$ cat src/rtl/security_pkg.sv
// Shared definitions for the security front-end and the alarm state machine.
`timescale 1ns/1ps
package security_pkg;

  // Keypad command codes; 0x0-0x9 are digits, 0xD-0xF are unused.
  localparam logic [3:0] KEY_ARM    = 4'hA;
  localparam logic [3:0] KEY_DISARM = 4'hB;
  localparam logic [3:0] KEY_CLEAR  = 4'hC;

  // Keypad sequencer states.
  typedef enum logic [1:0] {
    KP_IDLE    = 2'd0,
    KP_COLLECT = 2'd1,
    KP_CHECK   = 2'd2,
    KP_LOCKOUT = 2'd3
  } kp_state_t;

  // Alarm state machine states (consumer of the validated commands).
  typedef enum logic [2:0] {
    ALM_DISARMED    = 3'd0,
    ALM_EXIT_DELAY  = 3'd1,
    ALM_ARMED       = 3'd2,
    ALM_ENTRY_DELAY = 3'd3,
    ALM_ALARM       = 3'd4
  } alarm_state_t;

  function automatic logic is_digit(input logic [3:0] code);
    return (code <= 4'd9);
  endfunction

endpackage

$ cat src/rtl/sec_timer.sv
// Loadable down-counter; o_expired pulses for one cycle as the count leaves 1.
`timescale 1ns/1ps
module sec_timer #(
  parameter int W = 8
) (
  input  logic         clk,
  input  logic         rst_n,
  input  logic         i_load,
  input  logic [W-1:0] i_load_val,
  input  logic         i_en,
  output logic         o_expired
);

  logic [W-1:0] r_cnt;

  // Load has priority; counting stops at zero so the counter never wraps.
  always_ff @(posedge clk or negedge rst_n) begin
    if (!rst_n) begin
      r_cnt <= '0;
    end else if (i_load) begin
      r_cnt <= i_load_val;
    end else if (i_en && (r_cnt != '0)) begin
      r_cnt <= r_cnt - W'(1);
    end
  end

  assign o_expired = i_en && !i_load && (r_cnt == W'(1));

endmodule

$ cat src/rtl/keypad_sequencer.sv
// Collects PIN digits, validates them and emits one-cycle arm/disarm/fail pulses,
// with a lockout after repeated failed checks.
`timescale 1ns/1ps
module keypad_sequencer
  import security_pkg::*;
#(
  parameter int PIN_LEN     = 4,
  parameter int TIMEOUT_CYC = 100,
  parameter int LOCKOUT_CYC = 1000,
  parameter int MAX_FAIL    = 3,
  parameter logic [4*PIN_LEN-1:0] PIN_DEFAULT = 16'h1234
) (
  input  logic                 clk,
  input  logic                 rst_n,
  input  logic                 key_valid,
  input  logic [3:0]           key_code,
  input  logic                 pin_load,
  input  logic [4*PIN_LEN-1:0] pin_value,
  output logic                 cmd_arm,
  output logic                 cmd_disarm,
  output logic                 fail_pulse,
  output logic                 locked,
  output logic [2:0]           digit_cnt
);

  localparam int BW   = 4 * PIN_LEN;
  localparam int TO_W = $clog2(TIMEOUT_CYC) + 1;
  localparam int LK_W = $clog2(LOCKOUT_CYC) + 1;
  localparam logic [TO_W-1:0] TO_LOAD  = TO_W'(TIMEOUT_CYC);
  localparam logic [LK_W-1:0] LK_LOAD  = LK_W'(LOCKOUT_CYC);
  localparam logic [2:0]      FULL_CNT = 3'(PIN_LEN);
  localparam logic [2:0]      MAX_F    = 3'(MAX_FAIL);

  kp_state_t r_state, w_next;

  logic [BW-1:0] r_buf, r_pin;
  logic [2:0]    r_digit_cnt, r_fail_cnt;
  logic          r_op_arm;
  logic          r_cmd_arm, r_cmd_disarm, r_fail_pulse;

  logic       w_is_digit, w_match;
  logic [2:0] w_fail_inc;
  logic       w_shift, w_clear, w_latch_op, w_pass, w_fail, w_pin_ld;
  logic       w_to_load, w_to_en, w_to_exp;
  logic       w_lock_start, w_lock_done, w_lk_en, w_lk_exp;

  assign w_is_digit = key_valid && is_digit(key_code);
  assign w_match    = (r_digit_cnt == FULL_CNT) && (r_buf == r_pin);
  assign w_fail_inc = r_fail_cnt + 3'd1;
  assign w_to_en    = (r_state == KP_COLLECT);
  assign w_lk_en    = (r_state == KP_LOCKOUT);

  sec_timer #(.W(TO_W)) u_entry_timer (
    .clk        (clk),
    .rst_n      (rst_n),
    .i_load     (w_to_load),
    .i_load_val (TO_LOAD),
    .i_en       (w_to_en),
    .o_expired  (w_to_exp)
  );

  sec_timer #(.W(LK_W)) u_lock_timer (
    .clk        (clk),
    .rst_n      (rst_n),
    .i_load     (w_lock_start),
    .i_load_val (LK_LOAD),
    .i_en       (w_lk_en),
    .o_expired  (w_lk_exp)
  );

  // State register.
  always_ff @(posedge clk or negedge rst_n) begin
    if (!rst_n) r_state <= KP_IDLE;
    else        r_state <= w_next;
  end

  // Next-state and datapath control; keys are decoded only in IDLE and COLLECT.
  always_comb begin
    w_next       = r_state;
    w_shift      = 1'b0;
    w_clear      = 1'b0;
    w_latch_op   = 1'b0;
    w_pass       = 1'b0;
    w_fail       = 1'b0;
    w_pin_ld     = 1'b0;
    w_to_load    = 1'b0;
    w_lock_start = 1'b0;
    w_lock_done  = 1'b0;
    case (r_state)
      KP_IDLE: begin
        w_pin_ld = pin_load;
        if (w_is_digit) begin
          w_shift   = 1'b1;
          w_to_load = 1'b1;
          w_next    = KP_COLLECT;
        end
      end
      KP_COLLECT: begin
        if (w_is_digit && (r_digit_cnt < FULL_CNT)) begin
          w_shift   = 1'b1;
          w_to_load = 1'b1;
        end else if (key_valid && (key_code == KEY_CLEAR)) begin
          w_clear = 1'b1;
          w_next  = KP_IDLE;
        end else if (key_valid && ((key_code == KEY_ARM) || (key_code == KEY_DISARM))) begin
          w_latch_op = 1'b1;
          w_next     = KP_CHECK;
        end else if (w_to_exp) begin
          w_clear = 1'b1;
          w_next  = KP_IDLE;
        end
      end
      KP_CHECK: begin
        w_clear = 1'b1;
        w_next  = KP_IDLE;
        if (w_match) begin
          w_pass = 1'b1;
        end else begin
          w_fail = 1'b1;
          if (w_fail_inc == MAX_F) begin
            w_lock_start = 1'b1;
            w_next       = KP_LOCKOUT;
          end
        end
      end
      KP_LOCKOUT: begin
        if (w_lk_exp) begin
          w_lock_done = 1'b1;
          w_next      = KP_IDLE;
        end
      end
      default: w_next = KP_IDLE;
    endcase
  end

  // Digit buffer, stored PIN and latched operation.
  always_ff @(posedge clk or negedge rst_n) begin
    if (!rst_n) begin
      r_buf       <= '0;
      r_digit_cnt <= '0;
      r_pin       <= PIN_DEFAULT;
      r_op_arm    <= 1'b0;
    end else begin
      if (w_clear) begin
        r_buf       <= '0;
        r_digit_cnt <= '0;
      end else if (w_shift) begin
        r_buf       <= (r_buf << 4) | BW'(key_code);
        r_digit_cnt <= r_digit_cnt + 3'd1;
      end
      if (w_latch_op) r_op_arm <= (key_code == KEY_ARM);
      if (w_pin_ld)   r_pin    <= pin_value;
    end
  end

  // Failure counter and the registered result pulses (high the cycle after CHECK).
  always_ff @(posedge clk or negedge rst_n) begin
    if (!rst_n) begin
      r_fail_cnt   <= '0;
      r_cmd_arm    <= 1'b0;
      r_cmd_disarm <= 1'b0;
      r_fail_pulse <= 1'b0;
    end else begin
      if (w_pass || w_lock_done) r_fail_cnt <= '0;
      else if (w_fail)           r_fail_cnt <= w_fail_inc;
      r_cmd_arm    <= w_pass && r_op_arm;
      r_cmd_disarm <= w_pass && !r_op_arm;
      r_fail_pulse <= w_fail;
    end
  end

  assign cmd_arm    = r_cmd_arm;
  assign cmd_disarm = r_cmd_disarm;
  assign fail_pulse = r_fail_pulse;
  assign locked     = (r_state == KP_LOCKOUT);
  assign digit_cnt  = r_digit_cnt;

endmodule

$ cat config.mk
export PLATFORM = sky130hd
export DESIGN_NAME = keypad_sequencer
export DESIGN_NICKNAME = d
export VERILOG_FILES = /design/src/rtl/security_pkg.sv /design/src/rtl/sec_timer.sv /design/src/rtl/keypad_sequencer.sv
export SDC_FILE = /design/constraint.sdc
export NUM_CORES = 1
export LEC_CHECK = 0
export ABC_AREA = 1
export ABC_CLOCK_PERIOD_IN_PS = 3630
export CORE_MARGIN = 5
export CORE_UTILIZATION = 60
export DETAILED_ROUTE_END_ITERATION = 7
export PLACE_DENSITY_LB_ADDON = 0.1
export SETUP_SLACK_MARGIN = 0.15
export SLEW_MARGIN = 20
export SYNTH_ARGS = -nofsm -noshare
export SYNTH_HDL_FRONTEND = slang
export SYNTH_SLANG_ARGS = --single-unit
$ cat constraint.sdc
create_clock -name clk -period 3.63 [get_ports clk]
set_input_delay 0.726 -clock clk [delete_from_list [all_inputs] [get_ports clk]]
set_output_delay 0.726 -clock clk [all_outputs]
set_load 0.02 [all_outputs]
==> out/metrics.sh, run 1 <==
OUTCOME='finished clean'
SETUP.WORST_PATH.END='locked'
FLOORPLAN.DIE.HEIGHT_UM=87.4
POST_SYN_INSTANCES=458
CRITPATHMAXSTAGEDELAY_NS=0.64
P_CLK_SHARE_PCT=17.5
ANT_NETS=0
YS_SEQ_ELEMENTS=63
LAYOUT_MIN_CYCLE_TIME_NS=2.44
CRIT_SLOWEST_CELL='sky130_fd_sc_hd__clkdlybuf4s50_1'
NUMBER_OF_CELLS_IN_THE_DESIGN_AFTER_PLACEMENT=554
WIRELENGTH_ROUTED_MM=7.50
FIRST_GLOBAL_VIAS=2936
DETAIL_ROUTE.ITER0.VIOLATIONS=186
GRT_MAX_DEGREE=38
MAXSLEWHEADROOM_PCT=39.9
ROUTED-VIA-COUNT=2961
MET2_WIRELENGTH_MM=3.57
TRITONCTS_CLOCK_TREE='done'
SETUP.WORST_PATH.START_CLASS='register'
STD_CELL_ROWS=28
NUMPORTBUFFERS=30
POST-ROUTE-DRC-COUNT=0
CLK_PATH_BUF_DEPTH=2
GRT_OVERFLOW=0
CLK-INSERTION-DELAY-LATE_NS=0.35
DIE-WIDTH_UM=87.4
GRT_ANTENNA_BEFORE_REPAIR=0
ANTENNA_CELLS=0
UTIL_AFTER_LAYOUT_PCT=69.8
NUMBER_OF_NETS_IN_THE_LAYOUT=527
POWER.SWITCHING_FRACTION_PCT=43.2
MAX-CAP-VIOLATIONS=0
NUM_CTS_BUFFERS=9
YOSYS_CELL_TYPES=37
CRIT_PATH_CELL_TRACE='ha_1 > clkdlybuf4s50_1'
HOLDWS_NS=0.380
DRT_PRE_ANTENNA_ITERS=5
POST_ROUTE_CELLS_DRIVE_ABOVE_1_SHARE_PCT=10.9
COMBINATIONALPOWERSHARE_PCT=43.9
CRIT_TYPE='reg -> out'
FINAL_COUNT_OF_HOLD_TIMING_VIOLATIONS=0
POWER_mW=3.11
STDCELL_COUNT=570
DATA_ARRIVAL_TIME_OF_THE_WORST_PATH_NS=1.71
POST_DRT_VIA_CELL_RATIO=5.19
REG2REG_SLACK_NS=1.61
CLOCK_SINK_COUNT=63
VDD_DROP_MAX_V=0.000438
MET1WIRELENGTH_MM=3.46
HOLD_PATH.CLASS='in -> async'
CTS_HOLD_BUFFERS=0
POST_CTS_RESIZE_COUNT=0
PATH_CLK_SLEW_NS=0.08
REG2REG_TO='r_pin[15]'
GRT_PASS1_WL_MM=12.9
TIMING_MAX_TRANSITION_VIOLATIONS_FINAL=0
POWER_REPORT.INTERNAL_TOTAL_mW=1.77
POWER_DENSITY_NORMALIZED_TO_CELL_AREA_nW_PER_UM2=757
SWITCHING_POWER_TOTAL_mW=1.34
TIMING.CRITICAL_PATH.FROM='r_state[0]'
LEAST_MARGIN_PIN_SLEW_NS=0.900
CLOCK_SKEW_NS=0.0139
POST_SYNTH.CELL_AREA_AVG_SQ_UM=7.85
MAPPEDNETLISTNETS=495
AREA_GROWTH_PCT=14.3
GRT_SETUP_UNREPAIRED='false'
PLACED_WIRE_LENGTH_ESTIMATE_MM=5.56
MAPPEDNETLISTAREA_SQ_UM=3590
SYNTH_SEQUENTIAL_AREA_RATIO_PCT=44.0
POST_CTS_BUFFERS=0
R2R_CELLS=4
WORST-PATH-STAGES=2
POST-PLACE-WS_NS=1.13
FINAL-SETUP-VIOL-COUNT=0
CRIT-REG2REG-LAUNCH='r_state[0]'
SEQPWRFRAC_PCT=38.6
POST-ROUTE-WORST-SETUP-SLACK_NS=1.19
DIE_AREA_SQ_UM=7640
TIMING.CRITICAL_PATH.TO_TYPE='primary output'
CRITICAL_PATH_FANOUT_MAX=5
FINAL_CELL_AREA_SQ_UM=4110
CRIT_REQUIRED_NS=2.90
NUMBER_OF_TOP_LEVEL_PINS=31
HTREE_NUM_LEVELS=3
TOT_GR_TRACK_USE_PCT=21.8
CRITPATHTOPFAMILY='buffers and inverters'
FIN_SETUP_TNS_NS=0
DPL_CELL_AREA_SQ_UM=3940
DRT-WIRELENGTH-PER-CELL_UM=13.2
MET3WIRELENGTH_UM=351
CLOCKROOTBUFFER='sky130_fd_sc_hd__clkbuf_8'
HIGHEST_LAYER='met4'
PLACEABLECOREAREA_SQ_UM=5890
PATH_BUF_INV=1
TIMING.FINAL.CRIT_SHARE_PCT=67.1
FLOORPLAN.INITIALDENSITY_PCT=61.1
GPL_WTD_CONG=0.844
FMAX_MHz=411
YOSYS_WARNINGS=0
LEAKAGEPOWER_nW=2.06
cell type report:
type / count / area [sq um]
clock buffer: 9 / 124
clock inverter: 7 / 50.0
fill: 501 / 1780
inverter: 72 / 270
multi-input combinational: 313 / 1690
sequential: 63 / 1580
tap: 75 / 93.8
timing repair buffer: 31 / 303
flip-flops by register name, indices dropped and copies added, names as in the netlist:
name / count
r_buf: 16
r_op_arm: 1
cmd_disarm: 1
r_state: 2
u_lock_timer.r_cnt: 11
r_fail_cnt: 3
digit_cnt: 3
r_pin: 16
fail_pulse: 1
u_entry_timer.r_cnt: 8
cmd_arm: 1
cell families (layout without fill, tap and decap cells):
group,after synthesis,after routing,synth area share (%)
compound gates,76,76,13.5
xor+xnor,7,7,1.71
fa+ha+maj,13,13,4.52
buf+inv,82,119,9.05
flops,63,63,44.0
mux,3,3,0.940
simple gates,214,214,26.3
cell usage in the layout (no fill, tap or decap), types with 2 or more instances in the layout:
cell                              Yosys  final
sky130_fd_sc_hd__nor3_1               5      5
sky130_fd_sc_hd__nor3b_1              2      2
sky130_fd_sc_hd__nand2_2              4      4
sky130_fd_sc_hd__nand2_4              2      2
sky130_fd_sc_hd__nand2_1            108    108
sky130_fd_sc_hd__xor2_1               5      5
sky130_fd_sc_hd__inv_1               66     66
sky130_fd_sc_hd__a21boi_1             9      9
sky130_fd_sc_hd__a21boi_2             8      8
sky130_fd_sc_hd__nand3b_1             3      3
sky130_fd_sc_hd__xnor2_1              2      2
sky130_fd_sc_hd__clkinv_2             0      2
sky130_fd_sc_hd__nor2_1              50     50
sky130_fd_sc_hd__clkinv_4             0      2
sky130_fd_sc_hd__inv_2                6      6
sky130_fd_sc_hd__nor2_4               3      3
sky130_fd_sc_hd__a21oi_1             20     20
sky130_fd_sc_hd__o21ai_0             21     21
sky130_fd_sc_hd__ha_1                13     13
sky130_fd_sc_hd__nand4_1              6      6
sky130_fd_sc_hd__nand3_1             28     28
sky130_fd_sc_hd__dfrtp_1             58     58
sky130_fd_sc_hd__clkbuf_8             0      9
sky130_fd_sc_hd__dfstp_2              5      5
sky130_fd_sc_hd__mux2_2               3      3
sky130_fd_sc_hd__clkdlybuf4s50_1      0     29
sky130_fd_sc_hd__clkinvlp_4           0      3
sky130_fd_sc_hd__o21ai_1             11     11
sky130_fd_sc_hd__a21oi_2              2      2
synth_stat cells (all sizes together):
cell type / count / area (sq um)
xnor2: 2 / 17.5
dfrtp: 58 / 1450
nand4: 6 / 37.5
a21boi: 17 / 158
nor2: 54 / 228
a221oi: 1 / 8.76
mux2: 3 / 33.8
a211oi: 1 / 7.51
buf: 6 / 40.0
dfstp: 5 / 131
nor3b: 2 / 15.0
o2111ai: 1 / 8.76
a21oi: 23 / 134
nor3: 5 / 25.0
ha: 13 / 163
nand3b: 3 / 22.5
nand3: 29 / 158
clkbuf: 4 / 15.0
inv: 72 / 270
o21a: 1 / 7.51
nand2: 114 / 453
or2: 1 / 6.26
xor2: 5 / 43.8
o21ai: 32 / 160
worst min-delay path by stage:
stage	startpoint	end	depth (start not counted)
final	rst_n	u_entry_timer.r_cnt[2]	1
after global routing	rst_n	digit_cnt[1]	1
after CTS	rst_n	u_entry_timer.r_cnt[2]	1
after detailed placement	r_op_arm	cmd_disarm	1
after global placement	r_op_arm	cmd_disarm	1
after floorplan	r_op_arm	cmd_disarm	1
power by group through the flow:
stage / Clock, mW / Combinational, mW / Sequential, mW
final: 0.544 / 1.37 / 1.20
after global routing: 0.595 / 1.58 / 1.24
after CTS: 0.558 / 1.38 / 1.20
after detailed placement: 0 / 1.37 / 1.21
after global placement: 0 / 1.33 / 1.20
after floorplan: 0 / 1.06 / 1.17
worst register-to-register path, delay by kind of cell (launching register included):
kind	cells	cell delay [ns]
buffers and inverters	1	0.09
adder cells (fa/ha/maj)	1	0.26
flip-flops	1	0.44
AND/OR/NAND/NOR	1	0.68
multiplexers	1	0.43
metal layers:
metal / global-route usage, % / vias up
li1: - / 1515
met1: 28.8 / 1375
met2: 34.6 / 60
met3: 4.64 / 11
met4: 9.21 / 0
met5: 0 / -
Note: power is estimated with default switching activity, not from simulation.
==> run 2, diff against run 1 <==
- ABC_CLOCK_PERIOD_IN_PS: 3630 -> 2340
- CORE_UTILIZATION: 60 -> 58
- clock period: 3.63 -> 2.34 ns (I/O delays scaled with it)
==> out/metrics.sh, run 2 (synthesis results as in run 1) <==
LEAST_MARGIN_PIN_SLEW_NS=0.514
TIMING.FINAL.CRIT_SHARE_PCT=85.3
FLOORPLAN.DIE.HEIGHT_UM=88.7
ANT_NETS=0
CLK-INSERTION-DELAY-LATE_NS=0.34
HOLDWS_NS=0.114
POWER_DENSITY_NORMALIZED_TO_CELL_AREA_nW_PER_UM2=1190
TRITONCTS_CLOCK_TREE='done'
PATH_CLK_SLEW_NS=0.07
CRITPATHMAXSTAGEDELAY_NS=0.41
CLOCKROOTBUFFER='sky130_fd_sc_hd__clkbuf_8'
CRITPATHTOPFAMILY='simple AND/OR/NAND/NOR gates'
LAYOUT.CELLS.MOST_COMMON='sky130_fd_sc_hd__nand2_1'
POST_ROUTE_CELLS_DRIVE_ABOVE_1_SHARE_PCT=11.2
DETAIL_ROUTE.ITER0.VIOLATIONS=76
PATH_BUF_INV=1
GRT_ANTENNA_BEFORE_REPAIR=0
TOT_GR_TRACK_USE_PCT=21.4
GRT_MAX_DEGREE=64
FIRST_GLOBAL_VIAS=2900
CLOCK_SINK_COUNT=63
LAYOUT_MIN_CYCLE_TIME_NS=2.00
CLOCK_SKEW_NS=0.0127
NUM_CTS_BUFFERS=9
FINAL_COUNT_OF_HOLD_TIMING_VIOLATIONS=0
HTREE_NUM_LEVELS=3
TOP_REGS='r_buf (16), r_pin (16), u_lock_timer.r_cnt (11)'
FINAL-SETUP-VIOL-COUNT=0
PLACED_WIRE_LENGTH_ESTIMATE_MM=5.59
CRIT_SLOWEST_CELL='sky130_fd_sc_hd__dfrtp_1'
CRIT_REQUIRED_NS=2.57
ROUTED-VIA-COUNT=3002
DIE-WIDTH_UM=88.7
DRT_PRE_ANTENNA_ITERS=4
CTS_HOLD_BUFFERS=0
HOLD_PATH.CLASS='in -> async'
POST-ROUTE-DRC-COUNT=0
POST_DRT_VIA_CELL_RATIO=5.23
NUMBER_OF_NETS_IN_THE_LAYOUT=531
CRIT_TYPE='reg -> reg'
GPL_WTD_CONG=0.863
VDD_DROP_MAX_V=0.000612
GRT_SETUP_UNREPAIRED='false'
MAXSLEWHEADROOM_PCT=65.7
FMAX_MHz=501
WORST_PATH_MOST_REPEATED_CELL='sky130_fd_sc_hd__nand2_1'
DIE_AREA_SQ_UM=7870
GRT_OVERFLOW=0
NUMPORTBUFFERS=30
WIRELENGTH_ROUTED_MM=7.57
DRT-WIRELENGTH-PER-CELL_UM=13.2
FIN_SETUP_TNS_NS=0
FLOORPLAN.INITIALDENSITY_PCT=60.0
AREA_GROWTH_PCT=16.0
LEAKAGEPOWER_nW=2.12
CLK_PATH_BUF_DEPTH=2
CRIT_PATH_CELL_TRACE='inv_1 > ha_1 > nand2_1 > nor2_1 > nand3_1 > nor2_1 > nand3_1 > nand3_1 > nand2_1 > nand2_1 > nand2_1'
NUMBER_OF_TOP_LEVEL_PINS=31
STD_CELL_ROWS=28
PLACEABLECOREAREA_SQ_UM=5990
TIMING.CRITICAL_PATH.TO_TYPE='register'
SETUP.WORST_PATH.START_CLASS='register'
TIMING_MAX_TRANSITION_VIOLATIONS_FINAL=0
ANTENNA_CELLS=0
GRT_PASS1_WL_MM=13.0
CRITICAL_PATH_FANOUT_MAX=13
MAX-CAP-VIOLATIONS=0
OUTCOME='finished clean'
MOST-COMMON-LAYOUT-CELLS='108 x sky130_fd_sc_hd__nand2_1, 66 x sky130_fd_sc_hd__inv_1, 58 x sky130_fd_sc_hd__dfrtp_1, 50 x sky130_fd_sc_hd__nor2_1'
DATA_ARRIVAL_TIME_OF_THE_WORST_PATH_NS=2.23
## run 2: changes by cell type in the layout (fill, tap and decap cells not counted), sizes merged
cell           before  now
bufinv              0    1
buf                 2    6
clkbuf              9   12
clkdlybuf4s50      29   28
clkinvlp            3    0
clkinv              4    3
dlymetal6s2s        0    1
## run 2: stage by stage
stage | utilization, % | setup WS [ns] | cell area [sq um] | cells | power (mW)
detailed placement | 66.4 | 0.128 | 3980 | 558 | 4.04
floorplan | - | 0.639 | 3590 | 458 | 3.46
CTS | 69.6 | 0.170 | 4170 | 574 | 5.00
global route | 69.6 | 0.204 | 4170 | 574 | 5.40
global placement | 66.4 | 0.209 | 3980 | 558 | 3.97
finish | 69.6 | 0.344 | 4170 | 574 | 4.98
## run 2: per-layer routing
layer	wire length, um	vias up	share of wire, %	global-route usage [%]
li1	-	1528	-	-
met4	178	0	2.4	8.93
met1	3360	1394	44	27.1
met3	295	17	3.9	3.26
met5	0	-	0	0
met2	3730	63	49	36.4
## run 2: repair_timing
action	CTS	global route
setup endpoints to repair	0	1
resized for setup	0	1
buffers inserted	0	0
## run 2: cell type report
| cell class | instances | area [sq um] |
|---|---|---|
| Clock buffer | 12 | 145 |
| Clock inverter | 4 | 45.0 |
| Fill cell | 501 | 1820 |
| Inverter | 72 | 270 |
| Multi-Input combinational cell | 313 | 1690 |
| Sequential cell | 63 | 1580 |
| Tap cell | 75 | 93.8 |
| Timing Repair Buffer | 35 | 348 |
## run 2: worst paths after layout
check / from / endpoint / slack (ns) / depth (start not counted)
max: digit_cnt[0] / r_state[1] / 0.34 / 11
min in group clk: r_op_arm / cmd_disarm / 0.46 / 1
max in group asynchronous: rst_n / r_pin[5] / 1.89 / 2
max reg2reg: digit_cnt[0] / r_state[1] / 0.34 / 11
min: rst_n / u_entry_timer.r_cnt[1] / 0.11 / 2
min reg2reg: r_op_arm / cmd_disarm / 0.46 / 1
## run 2: report_power, final
part           switching (mW)  internal, mW
clock network           0.426         0.517
registers               0.339          1.53
logic                    1.31         0.856
total                    2.08          2.91
==> run 3, diff against run 2 <==
- CORE_ASPECT_RATIO: unset -> 0.5
- CORE_UTILIZATION: 58 -> 52
==> out/metrics.sh, run 3 (synthesis results as in run 1) <==
DETAIL_ROUTE.ITER0.VIOLATIONS=119
FINAL_COUNT_OF_HOLD_TIMING_VIOLATIONS=0
STD_CELL_ROWS=21
PLACEABLECOREAREA_SQ_UM=6700
FIRST_GLOBAL_VIAS=2801
OUTCOME='finished clean'
LEAKAGEPOWER_nW=2.17
DIE_AREA_SQ_UM=8780
CRIT-REG2REG-LAUNCH='digit_cnt[0]'
CLK_PATH_BUF_DEPTH=2
DATA_ARRIVAL_TIME_OF_THE_WORST_PATH_NS=1.40
UTIL_AFTER_LAYOUT_PCT=64.4
FINAL_CELL_AREA_SQ_UM=4310
COMBINATIONALPOWERSHARE_PCT=41.1
PATH_CLK_SLEW_NS=0.05
GRT_MAX_DEGREE=43
FLOORPLAN.INITIALDENSITY_PCT=53.7
NUMBER_OF_NETS_IN_THE_LAYOUT=532
MAXSLEWHEADROOM_PCT=64.8
CRIT_REQUIRED_NS=1.87
REG2REG_SLACK_NS=0.50
FILLERS=597
CLOCK_SINK_COUNT=63
TIMING_MAX_TRANSITION_VIOLATIONS_FINAL=0
GRT_PASS1_WL_MM=12.6
LAYOUT_MIN_CYCLE_TIME_NS=1.87
DRT-WIRELENGTH-PER-CELL_UM=12.8
HOLD_PATH.CLASS='in -> async'
GRT_OVERFLOW=0
CRIT_SLOWEST_CELL='sky130_fd_sc_hd__clkdlybuf4s50_1'
CRIT_PATH_CELL_TRACE='clkdlybuf4s50_1'
ANTENNA_CELLS=0
AREA_GROWTH_PCT=20.0
LEAST_MARGIN_PIN_SLEW_NS=0.528
DPL_CELL_AREA_SQ_UM=4030
CRIT_TYPE='reg -> out'
TIMING.FINAL.CRIT_SHARE_PCT=79.8
SEQPWRFRAC_PCT=35.4
DRT_PRE_ANTENNA_ITERS=4
POST_ROUTE_CELLS_DRIVE_ABOVE_1_SHARE_PCT=11.0
ROUTED-VIA-COUNT=2954
POST_CTS_BUFFERS=0
ANT_NETS=0
SWITCHING_POWER_TOTAL_mW=2.08
CLOCKROOTBUFFER='sky130_fd_sc_hd__clkbuf_16'
CLOCK_SKEW_NS=0.00791
MOST-COMMON-LAYOUT-CELLS='108 x sky130_fd_sc_hd__nand2_1, 66 x sky130_fd_sc_hd__inv_1, 58 x sky130_fd_sc_hd__dfrtp_1, 50 x sky130_fd_sc_hd__nor2_1'
POST-ROUTE-DRC-COUNT=0
REG2REG_TO='u_lock_timer.r_cnt[8]'
WIRELENGTH_ROUTED_MM=7.56
TOT_GR_TRACK_USE_PCT=18.6
TOP_REGS='r_buf (16), r_pin (16), u_lock_timer.r_cnt (11)'
POWER_REPORT.INTERNAL_TOTAL_mW=3.21
NUMBER_OF_TOP_LEVEL_PINS=31
P_CLK_SHARE_PCT=23.5
GRT_ANTENNA_BEFORE_REPAIR=0
POWER_DENSITY_NORMALIZED_TO_CELL_AREA_nW_PER_UM2=1230
HTREE_NUM_LEVELS=3
CRITPATHTOPFAMILY='buffers and inverters'
NUMPORTBUFFERS=30
CRITICAL_PATH_FANOUT_MAX=4
MAX-CAP-VIOLATIONS=0
DIE-WIDTH_UM=128
FMAX_MHz=536
GRT_SETUP_UNREPAIRED='false'
FIN_SETUP_TNS_NS=0
FINAL-SETUP-VIOL-COUNT=0
VDD_DROP_MAX_V=0.000502
GPL_WTD_CONG=0.862
CRITPATHMAXSTAGEDELAY_NS=0.64
PLACED_WIRE_LENGTH_ESTIMATE_MM=5.55
LAYOUT.CELLS.MOST_COMMON='sky130_fd_sc_hd__nand2_1'
NUM_CTS_BUFFERS=9
TIMING.CRITICAL_PATH.TO_TYPE='primary output'
R2R_CELLS=10
FLOORPLAN.DIE.HEIGHT_UM=68.8
POWER.SWITCHING_FRACTION_PCT=39.3
TRITONCTS_CLOCK_TREE='done'
POST_DRT_VIA_CELL_RATIO=5.00
CLK-INSERTION-DELAY-LATE_NS=0.33
PATH_BUF_INV=1
SETUP.WORST_PATH.START_CLASS='register'
HOLDWS_NS=0.111
==> run 3: cell count changes in the layout (fill, tap and decap cells not counted), sizes merged <==
| cell | delta |
|---|---|
| bufinv | -1 |
| clkbuf | +3 |
| buf | +1 |
| clkinv | -3 |
==> run 3: power by group through the flow <==
stage | clock (mW) | sequential [mW] | combinational (mW)
global placement | 0 | 1.87 | 2.14
detailed placement | 0 | 1.87 | 2.19
global route | 1.33 | 1.93 | 2.49
floorplan | 0 | 1.81 | 1.65
CTS | 1.27 | 1.87 | 2.20
finish | 1.24 | 1.87 | 2.18
==> run 3: routing by layer <==
metal  track usage (%)  share of wire [%]
met1              23.4                 49
met2              30.9                 45
met3              5.08                3.8
met4              8.07                1.8
met5                 0                  0
==> run 3: cell type report <==
cell class                 instances  area (sq um)  share of cell area (%)
sequential                        63          1580                    36.7
clock buffer                      15           278                    6.44
tap                               92           115                    2.67
timing repair buffer              36           380                    8.82
multi-input combinational        313          1690                    39.1
inverter                          72           270                    6.27
==> run 3: worst max-delay path by stage <==
stage / from / cells after the start / endpoint
2_1_floorplan: r_state[0] / 5 / digit_cnt[0]
3_3_place_gp: key_code[3] / 10 / r_buf[8]
3_5_place_dp: key_code[3] / 10 / r_buf[8]
4_1_cts: r_state[0] / 2 / locked
5_1_grt: digit_cnt[1] / 11 / u_lock_timer.r_cnt[10]
6_report: digit_cnt[2] / 1 / digit_cnt[2]
==> run 3: what timing repair did <==
item                                    in CTS  in global routing
gates resized for setup                      0                  1
hold buffers                                 0                  0
endpoints found under the setup margin       0                  1
==> run 3: stage by stage <==
stage	worst slack, ns	total power [mW]	cells
after detailed placement	0.171	4.06	576
final	0.473	5.30	591
after CTS	0.211	5.33	591
after global routing	0.308	5.74	591
after global placement	0.225	4.01	576
after floorplan	0.639	3.46	458
